### config.mk
export PLATFORM = sky130hd
export DESIGN_NAME = vertex_averager
export DESIGN_NICKNAME = d
export VERILOG_FILES = /design/src/rtl/vertex_averager.sv
export SDC_FILE = /design/constraint.sdc
export NUM_CORES = 1
export LEC_CHECK = 0
export CAP_MARGIN = 30
export CORE_MARGIN = 3
export CORE_UTILIZATION = 50
export DETAILED_ROUTE_END_ITERATION = 10
export DONT_BUFFER_PORTS = 1
export GPL_TIMING_DRIVEN = 0
export SLEW_MARGIN = 20
export SYNTH_ARGS = -nofsm -noshare
export SYNTH_HDL_FRONTEND = slang
export SYNTH_SLANG_ARGS = --single-unit
### constraint.sdc
create_clock -name clk -period 9.9 [get_ports clk]
set_clock_uncertainty 0.15 [all_clocks]
set_input_delay 2.475 -clock clk [delete_from_list [all_inputs] [get_ports clk]]
set_output_delay 2.475 -clock clk [all_outputs]
set_load 0.05 [all_outputs]
### src/rtl/vertex_averager.sv
// Sequential K-point averager: reads groups of signed words from a source RAM and
// writes one average per group (truncated toward zero) to a destination RAM.
module vertex_averager #(
    parameter int unsigned DATA_W    = 32,
    parameter int unsigned ADDR_W    = 9,
    parameter int unsigned MAX_GROUP = 8,
    parameter int unsigned GRP_W     = $clog2(MAX_GROUP + 1)
) (
    input  logic                clk,
    input  logic                rst,
    input  logic                start,
    input  logic [ADDR_W-1:0]   src_base,
    input  logic [ADDR_W-1:0]   dst_base,
    input  logic [ADDR_W:0]     len,
    input  logic [GRP_W-1:0]    group,
    output logic                src_en,
    output logic [ADDR_W-1:0]   src_a,
    input  logic [DATA_W-1:0]   src_do,
    output logic                dst_en,
    output logic [DATA_W/8-1:0] dst_we,
    output logic [ADDR_W-1:0]   dst_a,
    output logic [DATA_W-1:0]   dst_di,
    output logic                busy,
    output logic                done,
    output logic                err
);
    localparam int unsigned ACC_W = DATA_W + GRP_W;
    localparam int unsigned CNT_W = $clog2(ACC_W);
    localparam int unsigned LEN_W = ADDR_W + 1;

    typedef enum logic [2:0] {
        S_IDLE,
        S_READ,
        S_DRAIN,
        S_DIV,
        S_WRITE,
        S_FIN
    } state_t;

    state_t                  state;
    logic [ADDR_W-1:0]       src_ptr;
    logic [ADDR_W-1:0]       dst_ptr;
    logic [LEN_W-1:0]        rem_len;
    logic [GRP_W-1:0]        grp;
    logic [GRP_W-1:0]        rd_left;
    logic                    rd_vld;
    logic signed [ACC_W-1:0] acc;
    logic [ACC_W-1:0]        divq;
    logic [GRP_W-1:0]        divr;
    logic                    neg;
    logic [CNT_W-1:0]        dcnt;

    logic signed [ACC_W-1:0] acc_nxt_c;
    logic [ACC_W-1:0]        mag_c;
    logic                    grp_ok_c;
    logic                    more_c;
    logic                    pow2_c;
    logic [GRP_W-1:0]        shift_c;
    logic [GRP_W:0]          rsh_c;
    logic [GRP_W:0]          rsub_c;
    logic                    ge_c;
    logic [ACC_W-1:0]        quo_c;
    logic [DATA_W-1:0]       res_c;

    // Accumulate, magnitude split, and one restoring-divide step (or a power-of-two shift).
    always_comb begin
        acc_nxt_c = acc;
        if (rd_vld) acc_nxt_c = acc + ACC_W'($signed(src_do));
        mag_c    = acc_nxt_c[ACC_W-1] ? ACC_W'(-acc_nxt_c) : ACC_W'(acc_nxt_c);
        grp_ok_c = (group != '0) && (32'(group) <= MAX_GROUP);
        more_c   = rem_len >= LEN_W'(grp);
        pow2_c   = (grp & (grp - GRP_W'(1))) == '0;
        shift_c  = '0;
        for (int unsigned i = 0; i < GRP_W; i++) begin
            if (grp[i]) shift_c = GRP_W'(i);
        end
        rsh_c  = {divr, divq[ACC_W-1]};
        rsub_c = rsh_c - {1'b0, grp};
        ge_c   = ~rsub_c[GRP_W];
        quo_c  = pow2_c ? (divq >> shift_c) : {divq[ACC_W-2:0], ge_c};
        res_c  = neg ? DATA_W'(-quo_c) : DATA_W'(quo_c);
    end

    always_ff @(posedge clk) begin
        if (rst) begin
            state   <= S_IDLE;
            src_ptr <= '0;
            dst_ptr <= '0;
            rem_len <= '0;
            grp     <= '0;
            rd_left <= '0;
            rd_vld  <= 1'b0;
            acc     <= '0;
            divq    <= '0;
            divr    <= '0;
            neg     <= 1'b0;
            dcnt    <= '0;
            src_en  <= 1'b0;
            src_a   <= '0;
            dst_en  <= 1'b0;
            dst_we  <= '0;
            dst_a   <= '0;
            dst_di  <= '0;
            busy    <= 1'b0;
            done    <= 1'b0;
            err     <= 1'b0;
        end else begin
            rd_vld <= src_en;
            acc    <= acc_nxt_c;
            case (state)
                S_IDLE: begin
                    if (start) begin
                        if (!grp_ok_c) begin
                            err   <= 1'b1;
                            done  <= 1'b1;
                            state <= S_FIN;
                        end else begin
                            err     <= 1'b0;
                            grp     <= group;
                            dst_ptr <= dst_base;
                            if (len < LEN_W'(group)) begin
                                done  <= 1'b1;
                                state <= S_FIN;
                            end else begin
                                busy    <= 1'b1;
                                src_en  <= 1'b1;
                                src_a   <= src_base;
                                src_ptr <= src_base + ADDR_W'(1);
                                rd_left <= group - GRP_W'(1);
                                rem_len <= len - LEN_W'(group);
                                acc     <= '0;
                                state   <= S_READ;
                            end
                        end
                    end
                end
                S_READ: begin
                    if (rd_left == '0) begin
                        src_en <= 1'b0;
                        state  <= S_DRAIN;
                    end else begin
                        src_a   <= src_ptr;
                        src_ptr <= src_ptr + ADDR_W'(1);
                        rd_left <= rd_left - GRP_W'(1);
                    end
                end
                // Last word lands this cycle; divide operates on the final magnitude.
                S_DRAIN: begin
                    divq  <= mag_c;
                    neg   <= acc_nxt_c[ACC_W-1];
                    divr  <= '0;
                    dcnt  <= '0;
                    state <= S_DIV;
                end
                S_DIV: begin
                    if (pow2_c || (dcnt == CNT_W'(ACC_W - 1))) begin
                        dst_en  <= 1'b1;
                        dst_we  <= '1;
                        dst_a   <= dst_ptr;
                        dst_di  <= res_c;
                        dst_ptr <= dst_ptr + ADDR_W'(1);
                        state   <= S_WRITE;
                    end else begin
                        divq <= quo_c;
                        divr <= ge_c ? rsub_c[GRP_W-1:0] : rsh_c[GRP_W-1:0];
                        dcnt <= dcnt + CNT_W'(1);
                    end
                end
                S_WRITE: begin
                    dst_en <= 1'b0;
                    dst_we <= '0;
                    if (more_c) begin
                        src_en  <= 1'b1;
                        src_a   <= src_ptr;
                        src_ptr <= src_ptr + ADDR_W'(1);
                        rd_left <= grp - GRP_W'(1);
                        rem_len <= rem_len - LEN_W'(grp);
                        acc     <= '0;
                        state   <= S_READ;
                    end else begin
                        busy  <= 1'b0;
                        done  <= 1'b1;
                        state <= S_FIN;
                    end
                end
                S_FIN: begin
                    done  <= 1'b0;
                    state <= S_IDLE;
                end
                default: state <= S_IDLE;
            endcase
        end
    end
endmodule

==> flow_summary.yaml <==
status:
  status: "finished clean"
floorplan:
  ioPinCount: 126
  core_mm2: 0.02540
  die_h_um: 167.6
  start_util_pct: 51.40
  placementRows: 58
  die_area_mm2: 0.02809
  die_w_um: 167.6
sta:
  post-route-period-util_pct: 68.76
  hold_viol_final: 0
  fin_crit_ns: 6.807
  worstMarginPinSlew_ns: 1.071
  holdWs_ns: 0.3205
  rsz0062_at_grt: "no"
  setup_tns_ns: 0
  final-setup-viol-count: 0
  max_freq_mhz: 146.9
  slew_violations: 0
  slew_headroom_pct: 28.62
  fin_ws_ns: 3.093
synth:
  async_reset_ff_share_pct: 0
  yosys-top-cells-count: "219 x nand2_1, 206 x nor2_1, 178 x dfxtp_1"
  synth.ff_latch_count: 178
  synth_edf_count: 0
  synthCells: 1727
  yosys.area.top_type_share_pct: 27.29
  synthTopCellsByArea: "dfxtp_1 27%, nand2_1 6.3%, a21oi_1 6.1%"
  synth.largest_area_cell: "dfxtp_1"
  seq_area_frac_synth_pct: 27.29
  synth.lib_cells_used.distinct: 86
  yosysMostFrequentCell: "nand2_1"
  ys.flop_type: "dfxtp_1"
  syn_area_mm2: 0.01306
  synth_nets: 1855
  avgSynthCellArea_um2: 7.560
  ys_warn_count: 0
setup_path:
  slowest_stage: "nor3_1"
  worst-path-buf-inv: 0
  crit_cells: 13
  worstSetupPathType: "input port to flop"
  rrSetupSlack_ns: 3.83
  worstPathCellList: "ha_1 > fa_1 > a211oi_1 > o21a_1 > o31ai_2 > a21oi_1 > mux2_2 > a2111oi_0 > o22ai_1 > nor3_1 > a31oi_1 > xnor2_1 > a2111oi_0"
  crit_arrival_ns: 6.98
  crit_start: "src_do[0]"
  critPathMaxFanout: 7
  reg2reg_from: "grp[3]$_SDFFE_PP0P_"
  worstPathRequired_ns: 10.07
  critPathMaxStageDelay_ns: 0.63
  reg2regPathDepth: 17
  cp_top_family: "compound AO/OA/AOI/OAI gates"
  start_kind: "input port"
  end_kind: "flop"
  endpoint: "divq[31]$_SDFFE_PP0P_"
  r2r-end: "dst_di[28]$_SDFFE_PP0P_"
  cp_common_cell: "a2111oi_0"
clock_tree:
  cts_root_buffer: "clkbuf_16"
  post_cts_resize_count: 0
  cts.htree.levels: 4
  cts_sinks: 178
  cts_tree: "yes"
  clk_latency_ns: 0.45
  ctsLongestPathBuffers: 2
  cts_hold_buffers: 0
  clkTransAtPathRegs_ns: 0.08
  cts_made_buffers: 17
  cts_setup_buffers: 0
run:
  max_cap_violations: 0
power:
  vdd_ir_drop_max_mv: 0.1814
  power_density_mw_per_mm2: 267.5
  leakagePower_uw: 0.005281
global_routing:
  track_usage_pct: 29.90
  gr-total-overflow: 0
  grt_pass1_wl_mm: 68.10
  grt_max_degree: 19
  grt_pass1_vias: 12490
  antenna_found_initial: 0
place:
  port_buffers: 0
  gp_congestion: 0.9500
  dpl_worst_slack_ns: 2.800
  dp_hpwl_mm: 33.09
final_layout:
  fin_util_pct: 55.42
  nets: 1876
  antenna_cells: 0
  synthToLayoutAreaGrowth_pct: 7.810
  drive_above_1_share_pct: 4.997
detailed_routing:
  drt_wl_total_mm: 42.85
  dr.pass1.iters: 5
  wl_met3_mm: 2.413
  m1WireLength_mm: 19.59
  drt_iter0_markers: 1350
  drc_errors: 0
  vias: 13010
  wl_per_cell_um: 20.49
  wl_met2_mm: 19.93
  vias_per_cell: 6.220
  topRoutingLayerUsed: "met4"
  final_antenna_net_count: 0
hold_path:
  min_path_type: "flop to flop"
[power breakdown]
| group | internal (µW) | total (µW) | switching, µW |
|---|---|---|---|
| clock | 369 | 714 | 345 |
| combinational | 712 | 1990 | 1270 |
| sequential | 843 | 1070 | 223 |
| total | 1920 | 3770 | 1840 |
[cell usage in the layout (no fill, tap or decap), types with 16 or more instances in the layout]
master	instances
a21oi_1	160
mux4_2	18
inv_1	33
nor3_1	54
clkbuf_1	90
clkbuf_16	17
nand2_1	219
o21a_1	16
mux2i_1	60
xor2_1	40
xnor2_1	53
a211oi_1	57
nand4_1	20
a31oi_1	18
nor2_1	206
a21o_1	16
o21ai_0	67
o211ai_1	20
dfxtp_1	178
ha_1	57
nor2b_1	19
nand3_1	46
and3_1	16
o21ai_1	34
[routing by layer]
layer,vias to the layer above,global-route usage [%]
met5,-,0
met4,0,7.791
met3,66,4.391
met2,397,49.52
met1,6218,41.07
li1,6326,-
[kinds of logic (layout without fill, tap and decap cells)]
group | after synthesis | in the layout | share of synthesized area, %
mux | 86 | 86 | 8.519
fa+ha+maj | 61 | 61 | 6.076
simple gates | 664 | 664 | 23.05
xor+xnor | 93 | 93 | 6.239
buf+inv | 148 | 182 | 4.466
flops | 178 | 178 | 27.29
compound gates | 497 | 497 | 24.36
[state kept, by name, summed over array words and instances, names as in the netlist, 6 cells and up]
signal / flops
src_ptr: 9
src_a: 9
rem_len: 10
divq: 36
dcnt: 6
dst_a: 9
dst_di: 32
dst_ptr: 9
acc: 36
[how the worst min path moves through the flow]
| stage | startpoint | endpoint | slack [ns] | cells after the start |
|---|---|---|---|---|
| 6_report | rem_len[0]$_SDFFE_PP0P_ | rem_len[0]$_SDFFE_PP0P_ | 0.32 | 2 |
| 5_1_grt | rem_len[0]$_SDFFE_PP0P_ | rem_len[0]$_SDFFE_PP0P_ | 0.34 | 2 |
| 4_1_cts | rem_len[0]$_SDFFE_PP0P_ | rem_len[0]$_SDFFE_PP0P_ | 0.32 | 2 |
| 3_5_place_dp | rem_len[0]$_SDFFE_PP0P_ | rem_len[0]$_SDFFE_PP0P_ | 0.31 | 2 |
| 3_3_place_gp | src_ptr[8]$_SDFFE_PP0P_ | src_ptr[8]$_SDFFE_PP0P_ | 0.31 | 2 |
| 2_1_floorplan | src_ptr[8]$_SDFFE_PP0P_ | src_ptr[8]$_SDFFE_PP0P_ | 0.29 | 2 |
[per-stage QoR]
stage                     instances  power [µW]  instance area, µm²
after floorplan                1727        2519               13060
after global placement         2057        3012               13470
after detailed placement       2058        3027               13470
after CTS                      2090        3746               14070
after global routing           2091        4030               14080
final                          2091        3765               14080
[cell type report]
class / count / area [µm²]
Fill cell: 2563 / 11320
Clock inverter: 14 / 157.7
Multi-Input combinational cell: 1401 / 8910
Tap cell: 330 / 412.9
Timing Repair Buffer: 2 / 10.01
Inverter: 36 / 136.4
Buffer: 112 / 446.7
Clock buffer: 18 / 439.2
Sequential cell: 178 / 3563
[worst reg2reg max path: cells and delay by family (launching register included)]
kind	cells	cell delay [ns]
compound gates	5	1.04
xor+xnor	1	0.16
fa+ha+maj	1	0.23
buf+inv	5	1.71
flops	1	0.57
mux	1	0.38
simple gates	4	1.72
No activity file was read; power rests on OpenSTA's default activity.
